<file path="config.mk">
export PLATFORM = sky130hd
export DESIGN_NAME = bcd_7seg_scan_driver_flat
export DESIGN_NICKNAME = d
export VERILOG_FILES = /design/src/rtl/bcd_7seg_scan_driver_if.sv /design/src/rtl/bcd_7seg_scan_driver.sv /design/src/flat_wrapper.sv
export SDC_FILE = /design/constraint.sdc
export NUM_CORES = 1
export LEC_CHECK = 0
export ABC_AREA = 1
export ABC_CLOCK_PERIOD_IN_PS = 4300
export BUFFER_PORTS_ARGS = -buffer_cell sky130_fd_sc_hd__buf_4
export CORE_ASPECT_RATIO = 1.25
export CORE_MARGIN = 1
export CORE_UTILIZATION = 60
export CTS_BUF_LIST = sky130_fd_sc_hd__clkbuf_8
export DETAILED_ROUTE_END_ITERATION = 8
export PLACE_DENSITY_LB_ADDON = 0.1
export SKIP_LAST_GASP = 1
export SLEW_MARGIN = 20
export SYNTH_ARGS = -nofsm -noshare
export SYNTH_HDL_FRONTEND = slang
export SYNTH_SLANG_ARGS = --single-unit
</file>
<file path="constraint.sdc">
create_clock -name clk -period 4.3 [get_ports clk]
set_input_delay 0.645 -clock clk [delete_from_list [all_inputs] [get_ports clk]]
set_output_delay 0.645 -clock clk [all_outputs]
set_load 0.1 [all_outputs]
</file>
<file path="src/rtl/bcd_7seg_scan_driver_if.sv">
// Display-side bundle for the BCD scan driver:
// load/data/blank in, segment and digit pins out.
interface bcd_7seg_scan_driver_if #(
  parameter int NUM_DIGITS = 4
);
  localparam int IDX_W =
    (NUM_DIGITS > 1) ? $clog2(NUM_DIGITS) : 1;

  logic                    load;
  logic [4*NUM_DIGITS-1:0] bcd_in;
  logic                    blank;
  logic [6:0]              seg;
  logic [NUM_DIGITS-1:0]   dig_en;
  logic [IDX_W-1:0]        digit_idx;
  logic                    error;

  modport master (
    output load, bcd_in, blank,
    input  seg, dig_en, digit_idx, error
  );

  modport slave (
    input  load, bcd_in, blank,
    output seg, dig_en, digit_idx, error
  );
endinterface

</file>
<file path="src/rtl/bcd_7seg_scan_driver.sv">
// Multiplexed BCD to 7-segment scan driver with
// leading-zero blanking, dash glyph and error flag.
module bcd_7seg_scan_driver #(
  parameter int NUM_DIGITS  = 4,
  parameter int SCAN_DIV    = 1000,
  parameter int ACTIVE_LOW  = 0,
  parameter int LZ_SUPPRESS = 1
) (
  input logic clk,
  input logic rst,
  bcd_7seg_scan_driver_if.slave bus
);
  localparam int IDX_W =
    (NUM_DIGITS > 1) ? $clog2(NUM_DIGITS) : 1;
  localparam int PS_W =
    (SCAN_DIV > 1) ? $clog2(SCAN_DIV) : 1;
  localparam int BW = 4 * NUM_DIGITS;

  localparam logic [PS_W-1:0] PS_LAST =
    PS_W'(SCAN_DIV - 1);
  localparam logic [IDX_W-1:0] IDX_LAST =
    IDX_W'(NUM_DIGITS - 1);
  localparam logic [6:0] POL7 =
    (ACTIVE_LOW != 0) ? 7'h7F : 7'h00;
  localparam logic [NUM_DIGITS-1:0] POLD =
    (ACTIVE_LOW != 0) ? '1 : '0;

  logic [BW-1:0]         r_shadow;
  logic [PS_W-1:0]       r_ps;
  logic [IDX_W-1:0]      r_idx;
  logic [6:0]            r_seg;
  logic [NUM_DIGITS-1:0] r_dig;
  logic [IDX_W-1:0]      r_didx;
  logic                  r_err;

  logic [NUM_DIGITS-1:0] w_nz;
  logic [NUM_DIGITS-1:0] w_live;
  logic [NUM_DIGITS-1:0] w_onehot;
  logic [3:0]            w_cur;
  logic                  w_acc;
  logic                  w_sup;
  logic                  w_bad;
  logic [6:0]            w_seg;

  function automatic logic [6:0] f_decode(
    input logic [3:0] d
  );
    logic [6:0] s;
    case (d)
      4'd0:    s = 7'b1111110;
      4'd1:    s = 7'b0110000;
      4'd2:    s = 7'b1101101;
      4'd3:    s = 7'b1111001;
      4'd4:    s = 7'b0110011;
      4'd5:    s = 7'b1011011;
      4'd6:    s = 7'b1011111;
      4'd7:    s = 7'b1110000;
      4'd8:    s = 7'b1111111;
      4'd9:    s = 7'b1111011;
      default: s = 7'b0000001;
    endcase
    return s;
  endfunction

  // Pick the scanned digit, find which digits are
  // leading zeros, and flag any non-BCD code.
  always_comb begin
    w_nz     = '0;
    w_live   = '0;
    w_onehot = '0;
    w_cur    = '0;
    w_acc    = 1'b0;
    w_sup    = 1'b0;
    w_bad    = 1'b0;
    for (int k = 0; k < NUM_DIGITS; k++) begin
      w_nz[k] = |r_shadow[4*k +: 4];
      if (r_shadow[4*k +: 4] > 4'd9)
        w_bad = 1'b1;
    end
    for (int k = NUM_DIGITS - 1; k >= 0; k--) begin
      w_acc     = w_acc | w_nz[k];
      w_live[k] = w_acc;
    end
    for (int k = 0; k < NUM_DIGITS; k++) begin
      if (r_idx == IDX_W'(k)) begin
        w_cur       = r_shadow[4*k +: 4];
        w_onehot[k] = 1'b1;
        w_sup       = (LZ_SUPPRESS != 0) &&
                      (k != 0) && !w_live[k];
      end
    end
    w_seg = w_sup ? 7'b0 : f_decode(w_cur);
  end

  // Scan timebase: prescaler and digit index.
  always_ff @(posedge clk) begin
    if (rst) begin
      r_ps  <= '0;
      r_idx <= '0;
    end else if (r_ps == PS_LAST) begin
      r_ps  <= '0;
      r_idx <= (r_idx == IDX_LAST) ? '0
                                   : r_idx + 1'b1;
    end else begin
      r_ps <= r_ps + 1'b1;
    end
  end

  // Shadow copy of the displayed BCD word.
  always_ff @(posedge clk) begin
    if (rst)
      r_shadow <= '0;
    else if (bus.load)
      r_shadow <= bus.bcd_in;
  end

  // Registered pins, polarity applied last.
  always_ff @(posedge clk) begin
    if (rst) begin
      r_seg  <= POL7;
      r_dig  <= POLD;
      r_didx <= '0;
      r_err  <= 1'b0;
    end else begin
      r_seg  <= (bus.blank ? 7'b0 : w_seg) ^ POL7;
      r_dig  <= (bus.blank ? '0 : w_onehot) ^ POLD;
      r_didx <= r_idx;
      r_err  <= w_bad;
    end
  end

  assign bus.seg       = r_seg;
  assign bus.dig_en    = r_dig;
  assign bus.digit_idx = r_didx;
  assign bus.error     = r_err;
endmodule

</file>
<file path="src/flat_wrapper.sv">
// flat-port wrapper written by rule: the top's interface ports become plain ports
module bcd_7seg_scan_driver_flat 
#(
  parameter int NUM_DIGITS  = 4,
  parameter int SCAN_DIV    = 1000,
  parameter int ACTIVE_LOW  = 0,
  parameter int LZ_SUPPRESS = 1
)
  (clk, rst, bus_load, bus_bcd_in, bus_blank, bus_seg, bus_dig_en, bus_digit_idx, bus_error);
  bcd_7seg_scan_driver_if #(.NUM_DIGITS(NUM_DIGITS)) bus_i ();
  input logic clk;
  input logic rst;
  input wire logic [$bits(bus_i.load)-1:0] bus_load;
  input wire logic [$bits(bus_i.bcd_in)-1:0] bus_bcd_in;
  input wire logic [$bits(bus_i.blank)-1:0] bus_blank;
  output wire logic [$bits(bus_i.seg)-1:0] bus_seg;
  output wire logic [$bits(bus_i.dig_en)-1:0] bus_dig_en;
  output wire logic [$bits(bus_i.digit_idx)-1:0] bus_digit_idx;
  output wire logic [$bits(bus_i.error)-1:0] bus_error;
  assign bus_i.load = bus_load;
  assign bus_i.bcd_in = bus_bcd_in;
  assign bus_i.blank = bus_blank;
  assign bus_seg = bus_i.seg;
  assign bus_dig_en = bus_i.dig_en;
  assign bus_digit_idx = bus_i.digit_idx;
  assign bus_error = bus_i.error;
  bcd_7seg_scan_driver #(.NUM_DIGITS(NUM_DIGITS), .SCAN_DIV(SCAN_DIV), .ACTIVE_LOW(ACTIVE_LOW), .LZ_SUPPRESS(LZ_SUPPRESS)) u_core (.clk(clk), .rst(rst), .bus(bus_i));
endmodule
</file>
== Yosys cells after proc, flatten, opt, wreduce, memory -nomap -nowiden ==
Memories as Yosys holds them, arrays and structs flattened. A register that Yosys moved wholly into a read port is not among the register bits.
Cells that the tools add are included.

* Multiply operators: 0
* Bitwise gates (word level): 2
* Add/subtract/negate cells: 2
* Magnitude comparators: 4
* Shifts and indexed selects: 0
* Muxes and demuxes: 16
* Div/mod/pow operators: 0
* Equality and inequality tests: 4
* Reduce and logical (&&, ||, !) cells: 10

{| class="wikitable"
|+ Operators by type and width
! operator !! count
|-
| $gt A4 B4 Y1 const B || 4
|-
| $mux W4 || 4
|-
| $reduce_or A4 Y1 || 3
|-
| $mux W1 || 11
|-
| $add A10 B1 Y10 const B || 1
|-
| $eq A10 B10 Y1 const B || 1
|-
| $eq A2 B2 Y1 const B || 2
|-
| $reduce_or A2 Y1 || 2
|-
| $logic_not A1 Y1 || 3
|-
| $reduce_or A3 Y1 || 1
|-
| $add A2 B1 Y2 const B || 1
|-
| $eq A2 B1 Y1 const B || 1
|-
| $logic_not A2 Y1 || 1
|-
| $mux W2 || 1
|-
| $or A1 B1 Y1 || 2
|}

* Memory bits (writable): 0
* Bits in read-only memories: 112
* Word-level logic and storage cells: 45
* Latch bits: 0
* Flip-flop bits (word level): 35
* Memories: 1
* Output and inout port bits: 14

{| class="wikitable"
|+ Memories
! name !! depth !! width !! rd ports !! clocked after Yosys merged registers in !! write ports !! line !! text
|-
| (name not given) || 16 || 7 || 1 || 1 || 0 || bcd_7seg_scan_driver.sv:49 || <nowiki>case (d)</nowiki>
|}

== Longest topological paths before layout ==
Gate-level depths: netlist of the first run.

* Depth in word-level cells: 8
* Mapped depth: 14
* Mapped depth without buffers: 14

== Worst setup path after synthesis of the first run ==
No wires, ideal clock.

* Path kind: register -> register
* From: register u_core.r_idx[0]
* To: register u_core.r_seg[5], in the netlist u_core.bus.seg[5]
* Cell stages (with the launch flop): 10
* Clock period less this slack: 1.936 ns
* Slack: 2.364 ns
* Data required time: 4.191 ns
* Arrival: 1.827 ns
* Cells stage by stage: dfxtp_1 -> ha_1 -> inv_2 -> o21ai_0 -> inv_1 -> ha_1 -> o21ai_0 -> nand2_1 -> nand2_1 -> inv_1

* Cells in the longest elaborated chain, start to end: 5

{| class="wikitable"
|+ Ends and longest elaborated chain
! item !! line !! text
|-
| start: declaration || bcd_7seg_scan_driver.sv:30 || <nowiki>logic [IDX_W-1:0] r_idx;</nowiki>
|-
| start signal: assignment || bcd_7seg_scan_driver.sv:102 || <nowiki>r_idx <= (r_idx == IDX_LAST) ? '0</nowiki>
|-
| $eq A2 B1 Y1 / $logic_not A2 Y1 (equally long branches) || bcd_7seg_scan_driver.sv:85 || <nowiki>if (r_idx == IDX_W'(k)) begin</nowiki>
|-
| $mux W1 / $mux W4 (equally long branches) (3 in series) || bcd_7seg_scan_driver.sv:85 ||
|-
| $reduce_or A3 Y1 (no line) / $mux W4 (equally long branches) || - ||
|-
| end: declaration || bcd_7seg_scan_driver.sv:31 || <nowiki>logic [6:0] r_seg;</nowiki>
|}

Several ways; a longest one is shown, not always the timed one.
A chain may end at the register's enable or synchronous reset.

== Worst setup path after layout of the first run ==
Ends and elaborated chain as after synthesis.

==> impl_results.md, run 1 <==
* Fin area at 2280 um2
* I/O pin cnt at 34
* Total Routing Usage GR at roughly a quarter
* VDD IR max at 0.277 mV
* Share of cells above drive strength 1 at between 10% and 20%
* Synth cell types at 27
* R2R Setup Slk at around 2.1 ns
* Worst Path Arrival at approximately 2.4 ns
* DRT Wirelength at between 3000 and 4000 um
* Initial antenna violation count at 0
* Top cells by area, synth: dfxtp_1 44%, nand2_1 9.5%, nor2_1 8.2%, ha_1 7.1%, o21ai_0 6.2%
* Netlist Area Pre-Place at a little under 2000 um2
* Clock power share at about 30%
* Critical Path Fanout Max at 7
* DR WL/cell at between 10 and 15 um
* Setup crit end kind: flip-flop
* Diode count at 0
* Minimum clock period at 2.18 ns
* Die Height at 65.4 um
* Filler cells at 261
* Final setup margin at around 2.1 ns
* Ys Warns at 0
* DR DRC count at 0
* Hold Path Cell Cnt at 1
* Pin count of the biggest net entering global routing at 23
* Worst path required time at around 4.5 ns
* Internal power at 556 uW
* # resized after CTS at 0
* Post-DR vias/cell at 5.07
* Worst Hold Class: reg2reg
* Die Wd at 52.7 um
* CTS tree: built
* Worst setup SP type: flip-flop
* Post-Place Setup Slack at between 2 and 2.5 ns
* Reg2Reg Depth at 9
* Clk Latency, worst-skew pair at slightly below 0.3 ns
* Pleak at ~0.0011 uW
* Grt ovf at 0
* Setup TNS at 0 ns
* Cells after Synth at 262
* Via Count at ~1700
* Syn Area/Cell at around 7.4 um2
* Hold Slack at around 0.46 ns
* Setup fix buffers added after clock tree synthesis at 0
* Worst clock skew at about 0.0032 ns
* MaxCap Viol Count at 0
* Hold Fails Final Rpt at 0
* Rows at 22
* Switching part of the total at around 29%
* HPWL after detailed placement at about 2700 um
* ANT nets after route at 0
* CTS clock-pin slew for the worst setup and hold paths at 0.07 ns
* CTS Sinks at 42
* Unrepaired setup endpoints after global routing: no
* Status: finished clean
* Clock Path Buffers at 2
* Final Util at 76.1%
* CTS Buf Count at 5
* # nets final at roughly 330
* Slew headroom at between 50% and 60%
* Fmax at 0.458 GHz
* Power Density at about 340 nW/um2
* Cell taking the most area after synthesis: dfxtp_1
* Root buf cell: clkbuf_8
* Sequential share of the synthesized area at between 40% and 50%
* Vias in the first global route at roughly 1500
* DRT Pass-1 Iters at 4
* Slew Viols, Final at 0
* Initial Utilization at 64.3%
* Reg power frac at 53.7%
* Die ar. at 3450 um2
* Critical path class: reg2reg
* Core Area at 3000 um2
* Fin crit share at approximately 51%
* Syn nets at a little under 300
* Global placement routability congestion at ~0.9
* First-pass GRT wire length at between 6000 and 7000 um
* Setup violations, final at 0
* H-Tree Level Count at 2
* Psw at around 220 uW
* Post-synthesis register bit count at 42
* Top cell type's share of synthesized area at between 40% and 50%
* Comb pwr share at between 10% and 20%
* Slew @ Worst Pin at 0.673 ns
* Hold-fix buffers, CTS at 0
* Dpl cell area at approximately 2200 um2
* Area grow syn2layout at 18.3%
* IO buf count at 33
* Initial DRC Count at 57
## cell usage in the layout (no fill, tap or decap)
| cell | synthesis | final |
|---|---|---|
| inv_1 | 29 | 31 |
| nand4_1 | 1 | 1 |
| xnor2_1 | 1 | 1 |
| nand2_4 | 1 | 1 |
| o21ai_0 | 24 | 24 |
| inv_2 | 4 | 4 |
| a41oi_1 | 1 | 1 |
| or2_0 | 1 | 1 |
| clkbuf_8 | 0 | 5 |
| nand3_1 | 12 | 12 |
| nand3_4 | 1 | 1 |
| ha_1 | 11 | 11 |
| o21ai_2 | 1 | 1 |
| nor4_1 | 1 | 1 |
| a211oi_1 | 1 | 1 |
| nand2_2 | 2 | 2 |
| nand3b_1 | 1 | 1 |
| dfxtp_1 | 42 | 42 |
| a21oi_1 | 20 | 20 |
| nand2_1 | 49 | 49 |
| nor3_1 | 7 | 7 |
| or2_4 | 1 | 1 |
| a21oi_2 | 2 | 2 |
| clkinv_1 | 1 | 1 |
| nand2_8 | 1 | 1 |
| buf_4 | 0 | 33 |
| o21ai_1 | 1 | 1 |
| nor2_1 | 42 | 42 |
## worst max-delay path: stages, from the launching register on
cell     delay, ns
dfxtp_1       0.38
ha_1          0.29
inv_2         0.10
o21ai_0       0.55
inv_1         0.15
ha_1          0.31
o21ai_0       0.16
nand2_1       0.07
nand2_1       0.05
inv_1         0.03
## cell usage after synthesis
cell,number
nand2_1,49
dfxtp_1,42
nor2_1,42
inv_1,29
o21ai_0,24
a21oi_1,20
nand3_1,12
ha_1,11
nor3_1,7
clkbuf_1,4
inv_2,4
a21oi_2,2
nand2_2,2
a211oi_1,1
a41oi_1,1
clkinv_1,1
nand2_4,1
nand2_8,1
nand3_4,1
nand3b_1,1
nand4_1,1
nor4_1,1
o21ai_1,1
o21ai_2,1
or2_0,1
or2_4,1
xnor2_1,1
## layout make-up
class / instances / area [um2] / share of cell area, %
Clock inverter: 2 / 7.51 / 0.329
Multi-Input combinational cell: 182 / 947 / 41.5
Inverter: 34 / 128 / 5.59
Clock buffer: 5 / 68.8 / 3.01
Sequential cell: 42 / 841 / 36.8
Timing Repair Buffer: 33 / 248 / 10.8
Tap cell: 36 / 45.0 / 1.97
## worst paths after layout
path                                start                      endpoint
max          u_core.r_idx[0]$_SDFFE_PP0N_  u_core.bus.seg[5]$_SDFF_PP0_
min             u_core.r_ps[0]$_SDFF_PP0_     u_core.r_ps[0]$_SDFF_PP0_
max reg2reg  u_core.r_idx[0]$_SDFFE_PP0N_  u_core.bus.seg[5]$_SDFF_PP0_
min reg2reg     u_core.r_ps[0]$_SDFF_PP0_     u_core.r_ps[0]$_SDFF_PP0_
## power by group through the flow
stage,sequential [uW],clock [uW],combinational (uW)
final,419,230,132
after CTS,419,236,133
after floorplan,467,0,56.5
after global placement,427,0,131
after detailed placement,428,0,133
after global routing,421,248,146
## registers in the layout, summed over array words and instances (netlist names)
name and cells:
u_core.r_ps 10, u_core.bus.dig_en 4, u_core.bus.digit_idx 2, u_core.bus.error 1, u_core.bus.seg 7, u_core.r_idx 2
u_core.r_shadow 16
## through the flow
step	instances	power (uW)
floorplan	262	523
global placement	327	558
detailed placement	327	560
CTS	334	787
global route	334	814
finish	334	781
## routing by layer
metal | track usage, % | wire (um) | up-vias
met5 | 0 | 0 | -
met4 | 9.54 | 57 | 0
met3 | 6.25 | 117 | 6
met2 | 41.3 | 1730 | 31
met1 | 29.4 | 1720 | 748
li1 | - | - | 909
## cell families after synthesis
| family | after synthesis | synth area share, % |
|---|---|---|
| xor gates and xnor gates | 1 | 0.454 |
| DFF | 42 | 43.6 |
| AOI/OAI and AO/OA | 50 | 13.9 |
| adders and majority gates | 11 | 7.13 |
| and+or+nand+nor | 120 | 27.6 |
| buffers and inverters | 38 | 7.39 |
Power figures use the tool's default switching activity.
==> inputs of run 2 (changes only) <==
--- a/config.mk
+++ b/config.mk
@@ -6,11 +6,11 @@
 export NUM_CORES = 1
 export LEC_CHECK = 0
 export ABC_AREA = 1
-export ABC_CLOCK_PERIOD_IN_PS = 4300
+export ABC_CLOCK_PERIOD_IN_PS = 1800
 export BUFFER_PORTS_ARGS = -buffer_cell sky130_fd_sc_hd__buf_4
 export CORE_ASPECT_RATIO = 1.25
 export CORE_MARGIN = 1
-export CORE_UTILIZATION = 60
+export CORE_UTILIZATION = 52
 export CTS_BUF_LIST = sky130_fd_sc_hd__clkbuf_8
 export DETAILED_ROUTE_END_ITERATION = 8
 export PLACE_DENSITY_LB_ADDON = 0.1
==> constraint.sdc (replaced) <==
create_clock -name clk -period 1.8 [get_ports clk]
set_input_delay 0.27 -clock clk [delete_from_list [all_inputs] [get_ports clk]]
set_output_delay 0.27 -clock clk [all_outputs]
set_load 0.1 [all_outputs]
==> run 2 against run 1 <==
  * Clock-buffer cell count is the same
  * Total power up 140%
  * Non-clock buffer count up 16
  * Combinational power grew to 2.6 times the previous value
  * Critical endpoint is now u_core.bus.seg[3]$_SDFF_PP0_
==> impl_results.md, run 2 (synthesis gave the netlist of run 1 again) <==
* Vias in the first global route at 1661 (+11%)
* Worst Path Arrival at 1.96 ns (-0.42 ns)
* Crit-path leading delay family: adder cells
* Clk Latency, worst-skew pair at 0.29 ns (about the same)
* Slew headroom at 61.3% (+6.7 points)
* DR WL/cell at 12.0 um (+10%)
* Area grow syn2layout at 30.8%
* R2R Setup Slk at 0.07 ns (-2.05 ns)
* Initial antenna violation count at 0 (unchanged)
* Worst path required time at 2.03 ns (-2.47 ns)
* Status: finished clean
* DRT Pass-1 Iters at 4 (unchanged)
* I/O pin cnt at 34 (unchanged)
* Worst clock skew at 0.00543 ns (+0.00226 ns)
* Fmax at 0.576 GHz (+26%)
* Pleak at 0.00118 uW (+7.7%)
* Most common cell after layout, fill and taps aside: buf_4
* Inst Count DP at 343 (+4.9%)
* MaxCap Viol Count at 0 (unchanged)
* Diode count at 0 (unchanged)
* Post-DR vias/cell at 5.09 (+0.37%)
* Max reg flops at 16 (unchanged)
* CTS clock-pin slew for the worst setup and hold paths at 0.07 ns (about the same)
* Die Height at 70.1 um (+7.2%)
* First-pass GRT wire length at 6930 um (+11%)
* Pin count of the biggest net entering global routing at 23 (unchanged)
* Slew @ Worst Pin at 0.579 ns (-0.0939 ns)
* Critical Path Fanout Max at 6 (-1)
* Final Non-Filler Cells at 353 (+5.7%)
* Worst Hold Class: in2reg
* CTS Sinks at 42 (unchanged)
* Setup violations, final at 0 (unchanged)
* Grt ovf at 0 (unchanged)
* Worst-path cell chain: buf_4 -> ha_4 -> inv_2 -> nor2_1 -> inv_1 -> nand2_2 -> inv_1 -> ha_1 -> nand3_1 -> nand2_1 -> nand2_1 -> a21oi_1
* IO buf count at 33 (unchanged)
* Top reg by flops: u_core.r_shadow
* VDD IR max at 0.617 mV (+120%)
* CTS tree: built
* Unrepaired setup endpoints after global routing: yes
* H-Tree Level Count at 2 (unchanged)
* Crit path largest cell delay at 0.38 ns (-0.17 ns)
* Critical R2R Launch: u_core.r_idx[0]$_SDFFE_PP0N_
* CTS Buf Count at 5 (unchanged)
* Setup crit end kind: flip-flop
* Total power at 1890 uW (+140%)
* Clock Path Buffers at 2 (unchanged)
* Global placement routability congestion at 0.851 (-3.8%)
* Via Count at 1797 (+6.1%)
* Share of cells above drive strength 1 at 28.3% (+11 points)
* Post-Place Setup Slack at -0.0560 ns (-2.18 ns)
* ANT nets after route at 0 (unchanged)
* Power Density at 749 nW/um2 (+120%)
* HPWL after detailed placement at 3000 um (+11%)
* Core Area at 3510 um2 (+17%)
* DR DRC count at 0 (unchanged)
* Minimum clock period at 1.73 ns (-0.449 ns)
* Initial DRC Count at 64 (+12%)
* Slew Viols, Final at 0 (unchanged)
* Worst setup SP type: flip-flop
* Most frequent cells in the layout: 48 x buf_4, 45 x nand2_1, 42 x nor2_1, 40 x dfxtp_1, 28 x inv_1
* Setup TNS at 0 ns (unchanged)
* Die ar. at 3960 um2 (+15%)
* DRT Wirelength at 4230 um (+17%)
* Hold Fails Final Rpt at 0 (unchanged)
* Critical path class: reg2reg
* Hold endpoint: u_core.r_shadow[12]$_SDFFE_PP0P_
* Hold Path Cell Cnt at 3 (+2)
* Reg2Reg Depth at 12 (+3)
* Root buf cell: clkbuf_8
* Die Wd at 56.5 um (+7.1%)
* Rows at 24 (+9.1%)
* # nets final at 345 (+4.9%)
* Fin crit share at 96.4% (+46 points)
* Initial Utilization at 55.0% (-9.4 points)
* Hold Path Origin: bus_bcd_in[12]
* Worst reg2reg endpoint: u_core.bus.seg[3]$_SDFF_PP0_
* Total Routing Usage GR at 22.3% (-2.3 points)
* CP Buf/Inv Count at 4 (+1)
* Final setup margin at 0.0652 ns (-2.05 ns)
* Slowest CP cell: dfxtp_4
-- run 2: report_power, final --
group / switching (uW) / total, uW / leakage, uW / internal, uW
registers: 29.0 / 1000 / 0.000347 / 971
clock network: 292 / 547 / 0.0000466 / 255
logic: 227 / 343 / 0.000787 / 116
total: 548 / 1890 / 0.00118 / 1340
-- run 2: timing repair --
item | 4_1_cts | 5_1_grt
cloned | 0 | 0
endpoints found under the setup margin | 5 | 7
setup buffers | 0 | 3
resized for setup | 7 | 25
pin swaps | 0 | 6
hold buffers | 0 | 0
-- run 2: layout make-up --
type                       instances  area [um2]
fill                             294         988
clock inverter                     2        7.51
multi-input combinational        182        1040
clock buffer                       5        68.8
tap                               39        48.8
sequential                        42         848
inverter                          34         138
timing repair buffer              49         372
-- run 2: stage by stage --
step	cell area (um2)	utilization, %	hold slack (ns)
6_report	2520	71.9	0.192
5_1_grt	2520	71.9	0.197
4_1_cts	2410	68.6	0.187
3_5_place_dp	2320	65.9	0.447
3_3_place_gp	2320	65.9	0.443
2_1_floorplan	1940	-	0.342
-- run 2: worst min-delay path: stages --
cell    delay [ns]
buf_4         0.07
nor2_1        0.03
nor2_1        0.08
-- run 2: metal layers --
layer / routed length, um / up-vias / global-route usage [%] / part of all wire (%)
met1: 1740 / 813 / 25.0 / 41
met4: 72 / 0 / 11.4 / 1.7
met3: 141 / 5 / 4.44 / 3.3
met5: 0 / - / 0 / 0
met2: 2280 / 41 / 39.2 / 54
li1: - / 938 / - / -
-- run 2: worst max path at each step --
stage	startpoint	endpoint	slack, ns	cells past startpoint
floorplan	u_core.r_idx[0]$_SDFFE_PP0N_	u_core.bus.seg[5]$_SDFF_PP0_	0.02	11
global placement	u_core.r_idx[1]$_SDFFE_PP0N_	u_core.bus.seg[0]$_SDFF_PP0_	0.008	13
detailed placement	u_core.r_idx[1]$_SDFFE_PP0N_	u_core.bus.seg[0]$_SDFF_PP0_	-0.06	13
CTS	u_core.r_idx[1]$_SDFFE_PP0N_	u_core.bus.seg[5]$_SDFF_PP0_	-0.0008	12
global route	u_core.r_idx[1]$_SDFFE_PP0N_	u_core.bus.seg[6]$_SDFF_PP0_	-0.05	14
finish	u_core.r_idx[0]$_SDFFE_PP0N_	u_core.bus.seg[3]$_SDFF_PP0_	0.07	12
==> inputs of run 3 (changes only) <==
--- a/config.mk
+++ b/config.mk
@@ -8,10 +8,10 @@
 export ABC_AREA = 1
 export ABC_CLOCK_PERIOD_IN_PS = 1800
 export BUFFER_PORTS_ARGS = -buffer_cell sky130_fd_sc_hd__buf_4
-export CORE_ASPECT_RATIO = 1.25
+export CORE_ASPECT_RATIO = 2
 export CORE_MARGIN = 1
-export CORE_UTILIZATION = 52
-export CTS_BUF_LIST = sky130_fd_sc_hd__clkbuf_8
+export CORE_UTILIZATION = 49
+export CTS_BUF_LIST = sky130_fd_sc_hd__clkbuf_16
 export DETAILED_ROUTE_END_ITERATION = 8
 export PLACE_DENSITY_LB_ADDON = 0.1
 export SKIP_LAST_GASP = 1
==> run 3 against run 2 <==
  * The run now ends with setup timing left
  * Routed wire length up 13%
  * Core utilization down 0.22 points
  * Total power is 17% higher
  * Clock skew shrank 0.0033 ns
  * Critical endpoint is now u_core.bus.seg[2]$_SDFF_PP0_
==> impl_results.md, run 3 (synthesis gave the netlist of run 1 again) <==
* Status: finished, violations left
* Failing checks: setup timing
* Worst path required time at 1.97 ns (-0.06 ns)
* Most frequent cells in the layout: 53 x buf_4, 43 x nand2_1, 41 x nor2_1, 40 x dfxtp_1, 24 x inv_1
* Initial antenna violation count at 0 (unchanged)
* Fmax at 0.549 GHz (-4.8%)
* Hold Path Origin: bus_bcd_in[12]
* Hold Path Cell Cnt at 3 (unchanged)
* Max reg flops at 16 (unchanged)
* I/O pin cnt at 34 (unchanged)
* Minimum clock period at 1.82 ns (+0.0878 ns)
* VDD IR max at 0.828 mV (+34%)
* Hold-fix buffers, CTS at 0 (unchanged)
* Share of cells above drive strength 1 at 34.2% (+5.8 points)
* CTS Sinks at 42 (unchanged)
* CTS Buf Count at 5 (unchanged)
* Root buf cell: clkbuf_16
* Post-DR vias/cell at 4.92 (-3.3%)
* Area grow syn2layout at 41.2%
* Slowest CP cell: dfxtp_4
* Setup crit end kind: flip-flop
* Final setup margin at -0.0225 ns (-0.0878 ns)
* # nets final at 352 (+2.0%)
* Power Density at 813 nW/um2 (+8.6%)
* DR WL/cell at 12.8 um (+7.0%)
* Hold Fails Final Rpt at 0 (unchanged)
* Slew Viols, Final at 0 (unchanged)
* DR DRC count at 0 (unchanged)
* Unrepaired setup endpoints after global routing: yes
* Fin crit share at 101% (+4.9 points)
* Rows at 32 (+33%)
* Die Height at 90.8 um (+29%)
* Hold endpoint: u_core.r_shadow[12]$_SDFFE_PP0P_
* R2R Setup Slk at -0.02 ns (-0.09 ns)
* Filler cells at 317 (+7.8%)
* Critical R2R Launch: u_core.r_idx[0]$_SDFFE_PP0N_
* Critical Path Fanout Max at 5 (-1)
* Via Count at 1837 (+2.2%)
* Vias in the first global route at 1856 (+12%)
* DRT Wirelength at 4780 um (+13%)
* Setup violations, final at 3 (+3)
* Pin count of the biggest net entering global routing at 23 (unchanged)
* Critical path class: reg2reg
* Crit path largest cell delay at 0.37 ns (about the same)
* Worst clock skew at 0.00210 ns (-0.00333 ns)
* MaxCap Viol Count at 0 (unchanged)
* Worst-path cell chain: clkinvlp_4 -> ha_4 -> a21oi_2 -> o21ai_2 -> nand2_2 -> inv_2 -> ha_1 -> inv_1 -> nor2_1 -> nor2_1 -> nor2_1
* Worst Path Arrival at 1.99 ns (+0.03 ns)
* CTS tree: built
* Total Routing Usage GR at 24.1% (+1.8 points)
* Clock Path Buffers at 2 (unchanged)
* IO buf count at 33 (unchanged)
* Slew @ Worst Pin at 0.565 ns (-0.0143 ns)
* DRT Pass-1 Iters at 5 (+1)
* First-pass GRT wire length at 7420 um (+7.1%)
* HPWL after detailed placement at 3410 um (+13%)
* Worst reg2reg endpoint: u_core.bus.seg[2]$_SDFF_PP0_
* Global placement routability congestion at 0.807 (-5.2%)
* Top reg by flops: u_core.r_shadow
* Diode count at 0 (unchanged)
* Clk Latency, worst-skew pair at 0.28 ns (about the same)
* H-Tree Level Count at 2 (unchanged)
* Initial DRC Count at 27 (-58%)
* Crit-path most repeated cell: nor2_1
* Core Area at 3800 um2 (+8.3%)
* Grt ovf at 0 (unchanged)
* Die Wd at 46.4 um (-18%)
* Worst Hold Class: in2reg
* Slew headroom at 62.3% (+0.95 points)
* Reg2Reg Depth at 11 (-1)
* CTS clock-pin slew for the worst setup and hold paths at 0.06 ns (about the same)
* Pleak at 0.00124 uW (+4.7%)
* Most common cell after layout, fill and taps aside: buf_4
* Worst setup SP type: flip-flop
* Post-Place Setup Slack at -0.0943 ns (-0.0383 ns)
* ANT nets after route at 0 (unchanged)
* Final Util at 71.6% (-0.22 points)
* Initial Utilization at 50.8% (-4.2 points)
* Die ar. at 4210 um2 (+6.3%)
run 3: cell count changes in the layout (fill, tap and decap cells not counted), sizes merged:
cell	change
clkinvlp	+1
inv	-2
clkinv	+2
buf	+7
run 3: layer usage:
layer / share of wire, % / global-route usage, % / up-vias
met3: 1.9 / 3.60 / 10
li1: - / - / 955
met2: 60 / 46.4 / 25
met5: 0 / 0 / -
met4: 3.3 / 13.0 / 0
met1: 35 / 20.6 / 847
run 3: report_power, final:
part | leakage (uW) | total [uW] | internal, uW | switching (uW)
combinational | 0.000816 | 372 | 129 | 243
sequential | 0.000347 | 1000 | 972 | 32.3
clock | 0.0000724 | 841 | 501 | 340
run 3: how the worst max path moves through the flow:
stage | slack, ns | from | cells past startpoint | to
2_1_floorplan | 0.02 | u_core.r_idx[0]$_SDFFE_PP0N_ | 11 | u_core.bus.seg[5]$_SDFF_PP0_
3_3_place_gp | -0.1 | u_core.r_idx[1]$_SDFFE_PP0N_ | 11 | u_core.bus.seg[5]$_SDFF_PP0_
3_5_place_dp | -0.09 | u_core.r_idx[1]$_SDFFE_PP0N_ | 11 | u_core.bus.seg[5]$_SDFF_PP0_
4_1_cts | -0.003 | u_core.r_idx[0]$_SDFFE_PP0N_ | 11 | u_core.bus.seg[5]$_SDFF_PP0_
5_1_grt | -0.13 | u_core.r_idx[0]$_SDFFE_PP0N_ | 11 | u_core.bus.seg[3]$_SDFF_PP0_
6_report | -0.02 | u_core.r_idx[0]$_SDFFE_PP0N_ | 11 | u_core.bus.seg[2]$_SDFF_PP0_
run 3: layout make-up:
cell class | count | area, um2 | area share (%)
multi-input combinational | 182 | 1100 | 40.5
sequential | 42 | 848 | 31.1
inverter | 34 | 141 | 5.19
timing repair buffer | 56 | 432 | 15.8
clock inverter | 3 | 12.5 | 0.459
tap | 51 | 63.8 | 2.34
clock buffer | 5 | 125 | 4.59
run 3: metrics by stage:
| step | instances | setup TNS [ns] | instance area (um2) | hold slack (ns) | total power, uW |
|---|---|---|---|---|---|
| 2_1_floorplan | 262 | 0 | 1940 | 0.342 | 1250 |
| 3_3_place_gp | 358 | -0.317 | 2350 | 0.439 | 1350 |
| 3_5_place_dp | 358 | -0.408 | 2350 | 0.466 | 1360 |
| 4_1_cts | 366 | -0.00323 | 2520 | 0.209 | 2190 |
| 5_1_grt | 373 | -0.640 | 2730 | 0.211 | 2310 |
| 6_report | 373 | -0.0437 | 2730 | 0.209 | 2220 |
run 3: timing repair:
item,CTS,global route
gates resized for setup,8,40
buffers inserted,0,7
setup endpoints to repair,7,7
pin swaps,0,17
run 3: worst max-delay path, delay by kind of cell, from the launching register on:
kind | cells | cell delay, ns
simple gates | 4 | 0.46
fa+ha+maj | 2 | 0.39
flops | 1 | 0.37
buf+inv | 3 | 0.26
compound gates | 2 | 0.23
